<file path="config.mk">
export PLATFORM = sky130hd
export DESIGN_NAME = rf_wb_arbiter
export DESIGN_NICKNAME = d
export VERILOG_FILES = /design/src/rtl/rf_wb_arbiter.sv
export SDC_FILE = /design/constraint.sdc
export NUM_CORES = 1
export LEC_CHECK = 0
export BUFFER_PORTS_ARGS = -buffer_cell sky130_fd_sc_hd__buf_2
export CORE_MARGIN = 2
export CORE_UTILIZATION = 45
export CTS_CLUSTER_DIAMETER = 50
export DETAILED_ROUTE_END_ITERATION = 7
export HOLD_SLACK_MARGIN = 0.03
export PLACE_DENSITY = 0.85
export SLEW_MARGIN = 20
export SYNTH_ARGS = -nofsm -noshare
export SYNTH_HDL_FRONTEND = slang
export SYNTH_SLANG_ARGS = --single-unit
</file>
<file path="constraint.sdc">
create_clock -name clk -period 2.6 [get_ports clk]
set_clock_uncertainty 0.05 [all_clocks]
set_input_delay 0.52 -clock clk [delete_from_list [all_inputs] [get_ports clk]]
set_output_delay 0.52 -clock clk [all_outputs]
set_load 0.01 [all_outputs]
</file>
<file path="src/rtl/rf_wb_arbiter.sv">
// Two-requester register-file writeback arbiter with a write-pending scoreboard.
// Define WB_ARB_ROUND_ROBIN_EN for round-robin arbitration; otherwise A has fixed priority.
module rf_wb_arbiter (
  input  logic        clk,
  input  logic        reset,
  input  logic        a_valid,
  input  logic [4:0]  a_addr,
  input  logic [63:0] a_data,
  output logic        a_ready,
  input  logic        b_valid,
  input  logic [4:0]  b_addr,
  input  logic [63:0] b_data,
  output logic        b_ready,
  input  logic        issue_valid,
  input  logic [4:0]  issue_addr,
  output logic        wen,
  output logic [4:0]  wa,
  output logic [63:0] wd,
  output logic [31:0] pending
);

  logic        a_xfer;
  logic        b_xfer;
  logic        xfer;
  logic [4:0]  sel_addr;
  logic [63:0] sel_data;
  logic [31:0] clr_mask;
  logic [31:0] set_mask;

`ifdef WB_ARB_ROUND_ROBIN_EN
  // state  | meaning
  // PRIO_A | A wins when both requesters are valid
  // PRIO_B | B wins when both requesters are valid
  typedef enum logic {PRIO_A = 1'b0, PRIO_B = 1'b1} prio_t;
  prio_t prio;
  prio_t prio_next;

  always_ff @(posedge clk) begin
    if (!reset) prio <= PRIO_A;
    else        prio <= prio_next;
  end

  always_comb begin
    a_ready   = 1'b0;
    b_ready   = 1'b0;
    prio_next = prio;
    if (reset) begin
      if (a_valid && (!b_valid || prio == PRIO_A)) a_ready = 1'b1;
      else if (b_valid)                            b_ready = 1'b1;
    end
    // After any transfer the other requester gets priority.
    if (a_valid && a_ready)      prio_next = PRIO_B;
    else if (b_valid && b_ready) prio_next = PRIO_A;
  end
`else
  always_comb begin
    a_ready = reset && a_valid;
    b_ready = reset && b_valid && !a_valid;
  end
`endif

  assign a_xfer   = a_valid && a_ready;
  assign b_xfer   = b_valid && b_ready;
  assign xfer     = a_xfer || b_xfer;
  assign sel_addr = a_xfer ? a_addr : b_addr;
  assign sel_data = a_xfer ? a_data : b_data;

  always_comb begin
    clr_mask = '0;
    set_mask = '0;
    if (wen) clr_mask[wa] = 1'b1;
    if (issue_valid && issue_addr != 5'd0) set_mask[issue_addr] = 1'b1;
  end

  always_ff @(posedge clk) begin
    if (!reset) begin
      wen     <= 1'b0;
      wa      <= '0;
      wd      <= '0;
      pending <= '0;
    end else begin
      // Writes to x0 are accepted but never reach the register file.
      wen <= xfer && (sel_addr != 5'd0);
      if (xfer && sel_addr != 5'd0) begin
        wa <= sel_addr;
        wd <= sel_data;
      end
      // Set is applied after clear so a new writer wins over a same-edge commit.
      pending <= (pending & ~clr_mask) | set_mask;
    end
  end

endmodule

</file>
Yosys cells after proc, flatten, opt, wreduce, memory -nomap -nowiden

Index checks and enable logic that the tools add are counted.

Mux-type cells: 8
Order comparisons: 4
Eq/ne operators: 0
Reductions and logical operators: 13
Add/sub/neg operators: 0
Shift-type cells: 0
$mul: 0
Divide/modulo/power cells: 0
Bitwise gates (word level): 3

Operator list:

| operator             | number |
|---|---|
| $mux W32             | 2 |
| $mux W64             | 1 |
| $and A32 B32 Y32     | 1 |
| $not A32 Y32         | 1 |
| $or A32 B32 Y32      | 1 |
| $lt A5 B6 Y1 const B | 2 |
| $demux W1 S5         | 2 |
| $ge A5 B1 Y1 const B | 2 |
| $reduce_bool A5 Y1   | 2 |
| $logic_and A1 B1 Y1  | 9 |
| $mux W5              | 1 |
| $mux W1              | 2 |
| $logic_not A1 Y1     | 1 |
| $logic_or A1 B1 Y1   | 1 |

Flip-flop bits (word level): 102
Word-level logic and storage cells: 32
Memory bits (writable): 0
Memory bits (read-only): 0
Bits in latches: 0
Memories kept: 0

Logic depth before layout (Yosys ltp)

Word-level depth: 8
Mapped depth: 7
Mapped depth without buffers: 4

Least setup slack after synthesis

No wires, ideal clock.

Path kind: in2reg
From: input a_addr[0]
To: register wa[1]
Library setup time: 0.118 ns
Data arrival time: 1.641 ns
Path buffers: 2
Stages on the path: 6
Required time: 2.432 ns
Path slack: 0.791 ns
Cells stage by stage: or4_1 o21ai_1 o31ai_1 buf_6 buf_12 mux2i_1

Longest elaborated chain between the ends: 3

Ends and longest elaborated chain:

| item                   | line | text |
|---|---|---|
| start: declaration     | 7    | `input logic [4:0] a_addr,` |
| $mux W5                | 65   | `assign sel_addr = a_xfer ? a_addr : b_addr;` |
| $reduce_bool A5 Y1     | 84   | `if (xfer && sel_addr != 5'd0) begin` |
| $logic_and A1 B1 Y1    | 84   |  |
| end signal: assignment | 85   | `wa <= sel_addr;` |
| end: declaration       | 17   | `output logic [4:0] wa,` |

No other way between the ends.
A chain may end at the register's enable or synchronous reset.

Final worst setup path

From: input b_valid
To: register wd[30]

Longest elaborated chain between the ends: 5

Ends and longest elaborated chain:

| item                             | line | text |
|---|---|---|
| start: declaration               | 10   | `input logic b_valid,` |
| $logic_and A1 B1 Y1 (2 in a row) | 58   | `b_ready = reset && b_valid && !a_valid;` |
| $logic_and A1 B1 Y1 (*)          | 63   | `assign b_xfer = b_valid && b_ready;` |
| $logic_or A1 B1 Y1 (*)           | 64   | `assign xfer = a_xfer \|\| b_xfer;` |
| $logic_and A1 B1 Y1 (*)          | 84   |  |
| end signal: assignment           | 86   | `wd <= sel_data;` |
| end: declaration                 | 18   | `output logic [63:0] wd,` |

Every way passes the cells marked *; elsewhere a longest branch is shown, timed or not.

==> out/results.txt <==
overall power -> 3.24 mW
Initial Util -> 46.3%
fin nets -> 927
wire length per cell -> 14.4 um
Avg Vias per Cell -> 4.99
register area share after synthesis -> 40.5%
Hold WS -> 0.406 ns
share of layout cells above drive strength 1 -> 43.7%
largest net degree at the start of global routing -> 97
chip height -> 110 um
Clock Tree Buf Depth -> 2
WP buf/inv -> 2
Routed Antenna Nets -> 0
row count -> 38
Slowest-stage cell, CP -> o31ai_4
reg-to-reg critical path endpoint -> pending[12]
dpl hpwl -> 9.87 mm
Int Pwr -> 2.32 mW
Critical Path End Type -> flip-flop
RD Place Congestion -> 0.875
Total Wirelength -> 13.3 mm
clock share of power -> 27.4%
Mapped Avg Cell Area -> 9.16 um2
status -> finished, final reports clean
Pwr per Cell Area -> 501 nW/um2
Initial DRT Pass Iterations -> 4
first-pass GRT wire length -> 20.4 mm
Residual DRC -> 0
Max Clk Rate -> 470 MHz
Resized cells post-CTS -> 0
total of max-cap violations -> 0
CP Max Fanout -> 16
Stages on worst setup path -> 5
antenna cell count -> 0
post-CTS setup buffers -> 0
worst hold stages -> 2
total negative slack -> 0 ns
clock sinks -> 102
vias in the first global route -> 4275
RSZ-0062 raised after global routing -> no
period utilization -> 81.8%
crit path launch type -> input port
required time of the critical path -> 2.83 ns
HP Start -> wd[11]
CP delay by family, top -> compound AO/OA/AOI/OAI gates
P_leak -> 3.06 nW
Clk Latency, worst-skew pair -> 0.36 ns
iteration-0 DRC count of the detailed router -> 214
cell taking the most area after synthesis -> dfxtp_1
asr flop ratio synth -> 0%
measured slew at the worst slew-check pin -> 1.12 ns
top cell type's share of synthesized area -> 40.5%
Hold/Removal Path Class -> flip-flop to flip-flop
CP Data Arrival Time -> 2.36 ns
Die Wd -> 110 um
die area -> 12100 um2
R2R Path Start -> wen
Logic pwr share -> 20.1%
ys flop type -> dfxtp_1
Post-CTS Hold Buffers -> 0
Final setup viols -> 0
antenna violations before repair -> 0
Post-Syn Area -> 5040 um2
via count -> 4603
Final Hold Vio Count -> 0
R2R cell count -> 3
FF-to-FF setup slack -> 1.13 ns
Gate Count Post-Synth -> 550
Worst Setup Path Type -> input port to flip-flop
CTS buffer count -> 9
CTS H-tree depth -> 3
core area -> 10900 um2
Post-synth EDFFs -> 0
synth top area cells -> dfxtp_1, mux2_2, mux2i_1, nand2_1, a21boi_0
Switch Pwr -> 0.918 mW
worst path cell trace -> buf_2, nand2_1, o31ai_4, buf_4, mux2i_1
gr ovfl total -> 0
Slew Viols, Final -> 0
gr usage total -> 21.5%
Rel. slew slack -> 25.3%
Synth cell types -> 26
Hold EP -> wd[11]
boundary pin count -> 252
Flop pwr share -> 52.5%
CTS tree -> yes
PortBufs -> 251
synthesis-stage register bit count -> 102
Synth top cells by count -> nand2_1, dfxtp_1, mux2_2, mux2i_1, o21ai_0
syn_nets -> 698
count leader, synth -> nand2_1
fin crit period -> 2.13 ns
Worst-path clk slew -> 0.09 ns
Root Buffer -> clkbuf_8
Crit path largest cell delay -> 0.96 ns
switching part of the total -> 28.4%
Area growth, synth to finish -> 28.2%
Synth warnings -> 0
peak supply drop -> 0.309 mV
## per-layer routing
metal  wire [um]  track usage (%)  vias up  share of wire, %
li1            -                -     2315                 -
met1        5310             24.9     2077                40
met2        6900             39.4      190                52
met3         854             4.27       21               6.4
met4         242             6.96        0               1.8
met5           0                0        -                 0
## worst max-delay path by stage
| stage | start | endpoint | slack, ns |
|---|---|---|---|
| after detailed placement | b_valid | wd[60] | 0.09 |
| after CTS | b_valid | wd[30] | 0.45 |
| after global placement | b_valid | wd[58] | 0.14 |
| after global routing | b_valid | wd[30] | 0.36 |
| after floorplan | a_addr[0] | wa[1] | 0.79 |
| final | b_valid | wd[30] | 0.47 |
## state kept, by name (all words and copies together) (netlist names)
signal and cells:
pending 32, wa 5, wd 64, wen 1
## layout make-up
type,count,area (um2)
clock inverters,5,36.3
flip-flops and latches,102,2040
well taps,140,175
repair buffers,258,1350
clock buffers,10,128
fillers,974,4430
multi-input cells,408,2730
## power groups by stage
stage               sequential, mW  clock [mW]  combinational [mW]
finish                        1.70       0.886               0.651
global route                  1.71       0.968               0.712
global placement              1.73           0               0.641
floorplan                     1.77           0               0.370
CTS                           1.70       0.909               0.657
detailed placement            1.74           0               0.654
## cells in the final DEF (no fill, tap or decap)
cell type | Yosys | routed
buf_2 | 6 | 250
nand2_1 | 176 | 176
dfxtp_1 | 102 | 102
mux2_2 | 68 | 68
mux2i_1 | 68 | 68
o21ai_0 | 32 | 32
a21boi_0 | 31 | 31
clkbuf_8 | 0 | 9
nor2_1 | 6 | 6
nand3b_1 | 5 | 5
buf_4 | 0 | 5
nor3b_1 | 4 | 4
clkinvlp_4 | 0 | 3
buf_12 | 7 | 3
or4_1 | 2 | 2
o21ai_1 | 2 | 2
and3_1 | 2 | 2
nand3_1 | 2 | 2
and3b_1 | 2 | 2
or3b_1 | 2 | 2
and2_1 | 1 | 1
o31ai_4 | 0 | 1
or3b_2 | 1 | 1
nor3_1 | 1 | 1
or3_1 | 1 | 1
o211a_1 | 1 | 1
clkbuf_1 | 23 | 1
inv_6 | 0 | 1
clkinv_2 | 0 | 1
## kinds of logic (layout without fill, tap and decap cells)
kind of cell | count (synthesis) | in the layout | synth area share (%)
AOI/OAI and AO/OA | 67 | 67 | 8.35
and+or+nand+nor | 205 | 205 | 16.9
buffers and inverters | 40 | 273 | 5.54
muxes | 136 | 136 | 28.7
DFF | 102 | 102 | 40.5
## worst reg2reg max path: stages (launching register included)
cell      delay (ns)
dfxtp_1         0.41
or3b_2          0.59
o21ai_0         0.21
a21boi_0        0.11
## stage by stage
stage | setup WS, ns | util [%] | std cells | cell area, um2
after floorplan | 0.791 | - | 550 | 5040
after global placement | 0.140 | 57.8 | 908 | 6300
after detailed placement | 0.0904 | 57.8 | 908 | 6300
after CTS | 0.452 | 59.3 | 923 | 6460
after global routing | 0.362 | 59.3 | 923 | 6460
final | 0.473 | 59.3 | 923 | 6460
Power figures use the tool's default switching activity.
